==> src/rtl/mips_mem_pkg.sv <==
// Shared definitions for the MIPS memory-access stage: op encodings,
// FSM state type and small decode helpers.
package mips_mem_pkg;

    localparam logic [2:0] OP_LB  = 3'b000;
    localparam logic [2:0] OP_LH  = 3'b001;
    localparam logic [2:0] OP_LW  = 3'b010;
    localparam logic [2:0] OP_SB  = 3'b011;
    localparam logic [2:0] OP_LBU = 3'b100;
    localparam logic [2:0] OP_LHU = 3'b101;
    localparam logic [2:0] OP_SH  = 3'b110;
    localparam logic [2:0] OP_SW  = 3'b111;

    typedef enum logic [1:0] {
        ST_IDLE,
        ST_ACCESS,
        ST_WRITE
    } state_t;

    typedef enum logic [1:0] {
        SIZE_BYTE,
        SIZE_HALF,
        SIZE_WORD
    } size_t;

    function automatic logic is_store(input logic [2:0] op);
        return (op == OP_SB) || (op == OP_SH) || (op == OP_SW);
    endfunction

    function automatic size_t access_size(input logic [2:0] op);
        size_t sz;
        case (op)
            OP_LB, OP_LBU, OP_SB: sz = SIZE_BYTE;
            OP_LH, OP_LHU, OP_SH: sz = SIZE_HALF;
            default:              sz = SIZE_WORD;
        endcase
        return sz;
    endfunction

    // Halfwords need an even address, words a multiple of four.
    function automatic logic is_misaligned(input logic [2:0] op, input logic [1:0] addr_lo);
        logic bad;
        case (access_size(op))
            SIZE_HALF: bad = addr_lo[0];
            SIZE_WORD: bad = |addr_lo;
            default:   bad = 1'b0;
        endcase
        return bad;
    endfunction

endpackage

==> src/rtl/mem_lane_align.sv <==
// Little-endian byte-lane steering: extracts and extends load lanes and
// merges sub-word store data into a read word. Purely combinational.
module mem_lane_align
    import mips_mem_pkg::*;
#(
    parameter int DATA_WIDTH = 32
) (
    input  logic [2:0]            op,
    input  logic [1:0]            addr_lo,
    input  logic [DATA_WIDTH-1:0] rdata,
    input  logic [15:0]           store_data,
    output logic [DATA_WIDTH-1:0] load_val,
    output logic [DATA_WIDTH-1:0] merged
);

    logic [4:0]  byte_lsb;
    logic [4:0]  half_lsb;
    logic [7:0]  lane_b;
    logic [15:0] lane_h;
    logic        sign_ext;

    assign byte_lsb = {addr_lo, 3'b000};
    assign half_lsb = {addr_lo[1], 4'b0000};
    assign lane_b   = rdata[byte_lsb +: 8];
    assign lane_h   = rdata[half_lsb +: 16];
    // LB/LH have op[2] clear; LBU/LHU set it.
    assign sign_ext = !op[2];

    // Select the load lane and build the read-modify-write word.
    always_comb begin
        // NOTE: defaults first so every path assigns every output and no latch is inferred.
        load_val = rdata;
        merged   = rdata;
        case (access_size(op))
            SIZE_BYTE: begin
                load_val = {{24{sign_ext & lane_b[7]}}, lane_b};
                merged[byte_lsb +: 8] = store_data[7:0];
            end
            SIZE_HALF: begin
                load_val = {{16{sign_ext & lane_h[15]}}, lane_h};
                merged[half_lsb +: 16] = store_data;
            end
            default: ;
        endcase
    end

endmodule

==> src/rtl/mem_access_stage.sv <==
// MIPS memory-access stage: accepts byte-addressed load/store requests and
// turns them into word accesses on an async-read/sync-write data memory.
// Sub-word stores are done as read (ACCESS) then write (WRITE).
module mem_access_stage
    import mips_mem_pkg::*;
#(
    parameter int DATA_WIDTH      = 32,
    parameter int DATA_ADDR_WIDTH = 32
) (
    input  logic                       i_clk,
    input  logic                       i_rst,
    input  logic                       i_valid,
    output logic                       o_ready,
    input  logic [2:0]                 i_op,
    input  logic [31:0]                i_addr,
    input  logic [DATA_WIDTH-1:0]      i_wdata,
    input  logic [4:0]                 i_rd,
    output logic                       o_wb_valid,
    output logic [DATA_WIDTH-1:0]      o_wb_data,
    output logic [4:0]                 o_wb_rd,
    output logic                       o_done,
    output logic                       o_misalign,
    output logic [DATA_ADDR_WIDTH-1:0] o_mem_addr,
    output logic                       o_mem_w_en,
    output logic [DATA_WIDTH-1:0]      o_mem_din,
    input  logic [DATA_WIDTH-1:0]      i_mem_dout
);

    state_t                state;
    state_t                state_next;

    logic [2:0]            req_op;
    logic [31:0]           req_addr;
    logic [DATA_WIDTH-1:0] req_wdata;
    logic [4:0]            req_rd;
    logic [DATA_WIDTH-1:0] merged_q;

    logic                  accept;
    logic                  fault;
    logic                  req_is_store;
    logic                  req_is_word;
    logic                  w_en_raw;
    logic [DATA_WIDTH-1:0] load_val;
    logic [DATA_WIDTH-1:0] merged;

    assign accept       = i_valid && o_ready;
    assign fault        = is_misaligned(i_op, i_addr[1:0]);
    assign req_is_store = is_store(req_op);
    assign req_is_word  = (access_size(req_op) == SIZE_WORD);

    // The word address is the latched byte address with the lane bits dropped.
    assign o_mem_addr = {{(DATA_ADDR_WIDTH-30){1'b0}}, req_addr[31:2]};

    mem_lane_align #(
        .DATA_WIDTH (DATA_WIDTH)
    ) u_align (
        .op         (req_op),
        .addr_lo    (req_addr[1:0]),
        .rdata      (i_mem_dout),
        .store_data (req_wdata[15:0]),
        .load_val   (load_val),
        .merged     (merged)
    );

    // State register.
    always_ff @(posedge i_clk) begin
        // NOTE: sequential state uses non-blocking assignments so every register samples pre-edge values.
        if (i_rst) state <= ST_IDLE;
        else       state <= state_next;
    end

    // Next-state logic: faults never leave IDLE; only sub-word stores visit WRITE.
    always_comb begin
        state_next = state;
        case (state)
            ST_IDLE:   if (accept && !fault) state_next = ST_ACCESS;
            ST_ACCESS: state_next = (req_is_store && !req_is_word) ? ST_WRITE : ST_IDLE;
            ST_WRITE:  state_next = ST_IDLE;
            default:   state_next = ST_IDLE;
        endcase
    end

    // Outputs decoded from state: handshake and memory write port.
    always_comb begin
        o_ready   = (state == ST_IDLE) && !i_rst;
        w_en_raw  = 1'b0;
        o_mem_din = '0;
        case (state)
            ST_ACCESS: begin
                if (req_op == OP_SW) begin
                    w_en_raw  = 1'b1;
                    o_mem_din = req_wdata;
                end
            end
            ST_WRITE: begin
                w_en_raw  = 1'b1;
                o_mem_din = merged_q;
            end
            default: ;
        endcase
        // A reset cycle must never commit a write, even mid-store.
        o_mem_w_en = w_en_raw && !i_rst;
    end

    // Request latch, captured on every accepted request.
    always_ff @(posedge i_clk) begin
        if (i_rst) begin
            req_op    <= OP_LB;
            req_addr  <= '0;
            req_wdata <= '0;
            req_rd    <= '0;
        end else if (accept) begin
            req_op    <= i_op;
            req_addr  <= i_addr;
            req_wdata <= i_wdata;
            req_rd    <= i_rd;
        end
    end

    // Merged store word, captured during the read half of a sub-word store.
    always_ff @(posedge i_clk) begin
        if (i_rst)                    merged_q <= '0;
        else if (state == ST_ACCESS) merged_q <= merged;
    end

    // Write-back result registers; they hold until the next load completes.
    always_ff @(posedge i_clk) begin
        if (i_rst) begin
            o_wb_data <= '0;
            o_wb_rd   <= '0;
        end else if (state == ST_ACCESS && !req_is_store) begin
            o_wb_data <= load_val;
            o_wb_rd   <= req_rd;
        end
    end

    // Single-cycle status pulses.
    always_ff @(posedge i_clk) begin
        if (i_rst) begin
            o_wb_valid <= 1'b0;
            o_done     <= 1'b0;
            o_misalign <= 1'b0;
        end else begin
            o_wb_valid <= (state == ST_ACCESS) && !req_is_store;
            o_done     <= ((state == ST_ACCESS) && (!req_is_store || req_is_word))
                          || (state == ST_WRITE);
            o_misalign <= accept && fault;
        end
    end

endmodule

==> config.mk <==
export PLATFORM = sky130hd
export DESIGN_NAME = mem_access_stage
export DESIGN_NICKNAME = d
export VERILOG_FILES = /design/src/rtl/mips_mem_pkg.sv /design/src/rtl/mem_lane_align.sv /design/src/rtl/mem_access_stage.sv
export SDC_FILE = /design/constraint.sdc
export NUM_CORES = 1
export LEC_CHECK = 0
export CORE_UTILIZATION = 47
export DETAILED_ROUTE_END_ITERATION = 7
export GPL_TIMING_DRIVEN = 0
export PLACE_DENSITY = 0.81
export SLEW_MARGIN = 20
export SYNTH_ARGS = -nofsm -noshare
export SYNTH_HDL_FRONTEND = slang
export SYNTH_SLANG_ARGS = --single-unit
==> constraint.sdc <==
create_clock -name i_clk -period 2.71 [get_ports i_clk]
set_input_delay 0.542 -clock i_clk [delete_from_list [all_inputs] [get_ports i_clk]]
set_output_delay 0.542 -clock i_clk [all_outputs]
set_load 0.02 [all_outputs]
==> out/results.ini <==
[final_layout]
nFillCells=1188
layout-area-overhead-vs-synth_pct=41.98
num_antenna_cells=0
finalInstanceArea_sq_um=9813
final_net_count=1221
drive_above_1_share_pct=12.78

[floorplanning]
row_count=43
dieArea_sq_um=15190
ios=213
die_w_um=123.3
die_h_um=123.3
initial_core_util_pct=49.03
fp.coreArea_sq_um=14100

[placement]
place_area_sq_um=9233
place_ws_ns=-0.6085
gp_congestion=0.9632
dpl.hpwl_mm=16.95
io_buffers=209

[pwr]
leakage_nw=4.018
p_int_mw=4.522
p_switching_mw=1.713
power.share.clock_pct=40.0
sw_frac_of_total_pct=27.48
p_per_area_nw_per_um2=635.4
irDropWorstVdd_uv=461.0
pwr-share-comb_pct=20.2
p_seq_share_pct=39.8

[worst_setup_path]
crit_fanout=10
setup.worst_path.class=flip-flop to output port
cp.required_ns=2.17
crit_path_end_kind=output port
cp.arrival_ns=2.10
startpoint_type=flip-flop

[sta]
tightest_slew_ns=0.8034
tns_ns=0
finalSetupViolCount=0
fin_crit_sh_pct=97.56
slew_headroom_pct=46.44
fin_crit_ns=2.644
slew_violations=0
hold_viol=0
max_freq_mhz=378.2
setup_slack_ns=0.06611
skew_ns=0.006705

[drt]
viasPerCell=5.697
drt_wl_total_mm=23.28
ant_nets=0
dr_total_vias=7401
wl_per_cell_um=17.92
drc_errors=0
wl_met1_mm=9.260
first_pass_iters=6
top_layer_used=met4
wl_met2_mm=10.55
drt_iter0_drc=784
wl_met3_mm=2.490

[global_routing]
grt_max_degree=17
grt_pass1_vias=6900
antenna_found_initial=0
grt_pass1_wl_mm=35.27
grt_use_total_pct=30.65
grt_overflow_total=0

[synth]
ys.flop_type=dfxtp_1
ys_ff_latch=146
yosysWarnings=0
ys_seq_area_share_pct=42.29
synth_edf_count=0
postSynthAreaPerCell_sq_um=7.908
synth.distinct_cells=48
async_flop_share_pct=0
netlist_area_sq_um=6912
netlist_instances=874

[job]
max-cap-violations=0

[clock_network]
cts_buffers=17
clk_latency_ns=0.42
ctsLongestPathBuffers=2
cts_tree=yes
root_buffer=clkbuf_16
cts.clk_slew.worst_paths_ns=0.05
clock_sinks=146
ctsHtreeMaxLevel=4

[status]
status=completed

[hold_path]
hold_path.class=flip-flop to flip-flop

-- cells in the final DEF, fill, tap and decap left out, types with 4 or more instances in the layout --
master,netlist,final
clkdlybuf4s50_1,0,176
a22oi_1,56,56
buf_4,34,41
ha_1,8,7
nor3_1,10,10
o31ai_1,4,4
clkbuf_2,1,7
nand2_1,200,200
a21oi_1,38,38
clkbuf_1,44,36
nand3_1,68,68
a221oi_1,9,9
a211oi_1,17,17
a31oi_1,7,7
a311oi_1,14,14
nor2_1,44,44
mux2i_1,11,11
buf_2,14,39
dfxtp_1,146,145
o21ai_0,47,47
nor2b_1,38,38
clkinv_2,0,4
buf_1,5,5
inv_1,15,14
clkbuf_16,0,17
a222oi_1,8,8
bufinv_16,0,4
-- cell usage after synthesis, drive strengths merged (7+ instances only) --
cell type / number / area share [%]
clkbuf: 45 / 2.5
a221oi: 9 / 1.1
mux2i: 13 / 2.0
a311oi: 14 / 1.8
a22oi: 56 / 6.1
a21oi: 40 / 3.1
a211oi: 17 / 1.8
nor3: 11 / 0.87
ha: 8 / 1.4
nor2: 47 / 2.7
nor2b: 39 / 3.6
buf: 55 / 5.3
a222oi: 8 / 1.2
inv: 15 / 0.81
a31oi: 7 / 0.63
o21ai: 47 / 3.4
dfxtp: 146 / 42
nand3: 68 / 4.9
nand2: 200 / 11
-- power by group through the flow --
| stage | clock network (mW) | logic (mW) | registers, mW |
|---|---|---|---|
| finish | 2.49 | 1.26 | 2.48 |
| global route | 2.61 | 1.36 | 2.49 |
| floorplan | 0 | 0.641 | 2.53 |
| CTS | 2.51 | 1.23 | 2.47 |
| detailed placement | 0 | 1.22 | 2.51 |
| global placement | 0 | 1.21 | 2.51 |
-- layout make-up --
| cell class | count | area, sq um | area share, % |
|---|---|---|---|
| repair buffers | 214 | 2006 | 20.44 |
| clock inverters | 10 | 155.1 | 1.581 |
| multi-input cells | 614 | 3418 | 34.83 |
| clock buffers | 22 | 474.2 | 4.832 |
| inverters | 15 | 60.06 | 0.6120 |
| plain buffers | 98 | 550.5 | 5.610 |
| well taps | 180 | 225.2 | 2.295 |
| flip-flops and latches | 146 | 2924 | 29.80 |
-- repair_timing --
action | CTS | global route
endpoints found under the setup margin | 33 | 33
hold buffers | 0 | 0
buffers inserted | 1 | 4
gates resized for setup | 127 | 18
pin swaps | 1 | 1
-- worst paths after layout --
| path | from | end | slack (ns) | cells past startpoint |
|---|---|---|---|---|
| worst max-delay path | req_op[1]$_SDFFE_PP0P_ | o_mem_din[7] | 0.07 | 8 |
| worst min-delay path | req_addr[6]$_SDFFE_PP0P_ | req_addr[6]$_SDFFE_PP0P_ | 0.45 | 2 |
| worst max register to register | req_addr[1]$_SDFFE_PP0P_ | merged_q[15]$_SDFFE_PP0P_ | 0.31 | 9 |
| worst min register to register | req_addr[6]$_SDFFE_PP0P_ | req_addr[6]$_SDFFE_PP0P_ | 0.45 | 2 |
-- registers in the layout (all words and copies together), names as in the netlist --
signal / flops
merged_q: 32
o_done: 1
o_misalign: 1
o_wb_data: 32
o_wb_rd: 5
o_wb_valid: 1
req_addr: 32
req_op: 3
req_rd: 5
req_wdata: 32
state: 2
-- metrics by stage --
stage                     utilization [%]  power [mW]  instances  hold slack (ns)
final                               69.62       6.235       1299           0.4518
after global routing                69.62       6.460       1299           0.4605
after CTS                           69.50       6.220       1295           0.4508
after detailed placement            65.50       3.733       1264           0.4447
after global placement              65.50       3.717       1264           0.4406
after floorplan                         -       3.175        875           0.4321
-- logic make-up after synthesis --
family / after synthesis / synth area share [%]
adders and majority gates: 8 / 1.448
buffers and inverters: 115 / 8.581
AOI/OAI and AO/OA: 212 / 20.82
xor gates and xnor gates: 1 / 0.2354
other: 1 / 0.05426
DFF: 146 / 42.29
muxes: 13 / 1.991
and+or+nand+nor: 378 / 24.58
-- routing by layer --
metal  vias to the layer above  track usage [%]
li1                       3484                -
met1                      3399            39.73
met2                       434            46.96
met3                        84            7.934
met4                         0            15.51
met5                         -                0
-- critical path: stages, from the launching register on --
cell and delay, ns:
dfxtp_1 0.37, buf_6 0.17, clkinvlp_4 0.13, nor3_4 0.22, buf_12 0.16, buf_4 0.17
a22oi_1 0.08, nor2b_1 0.12, clkdlybuf4s15_2 0.26
(Power assumes the default switching activity.)
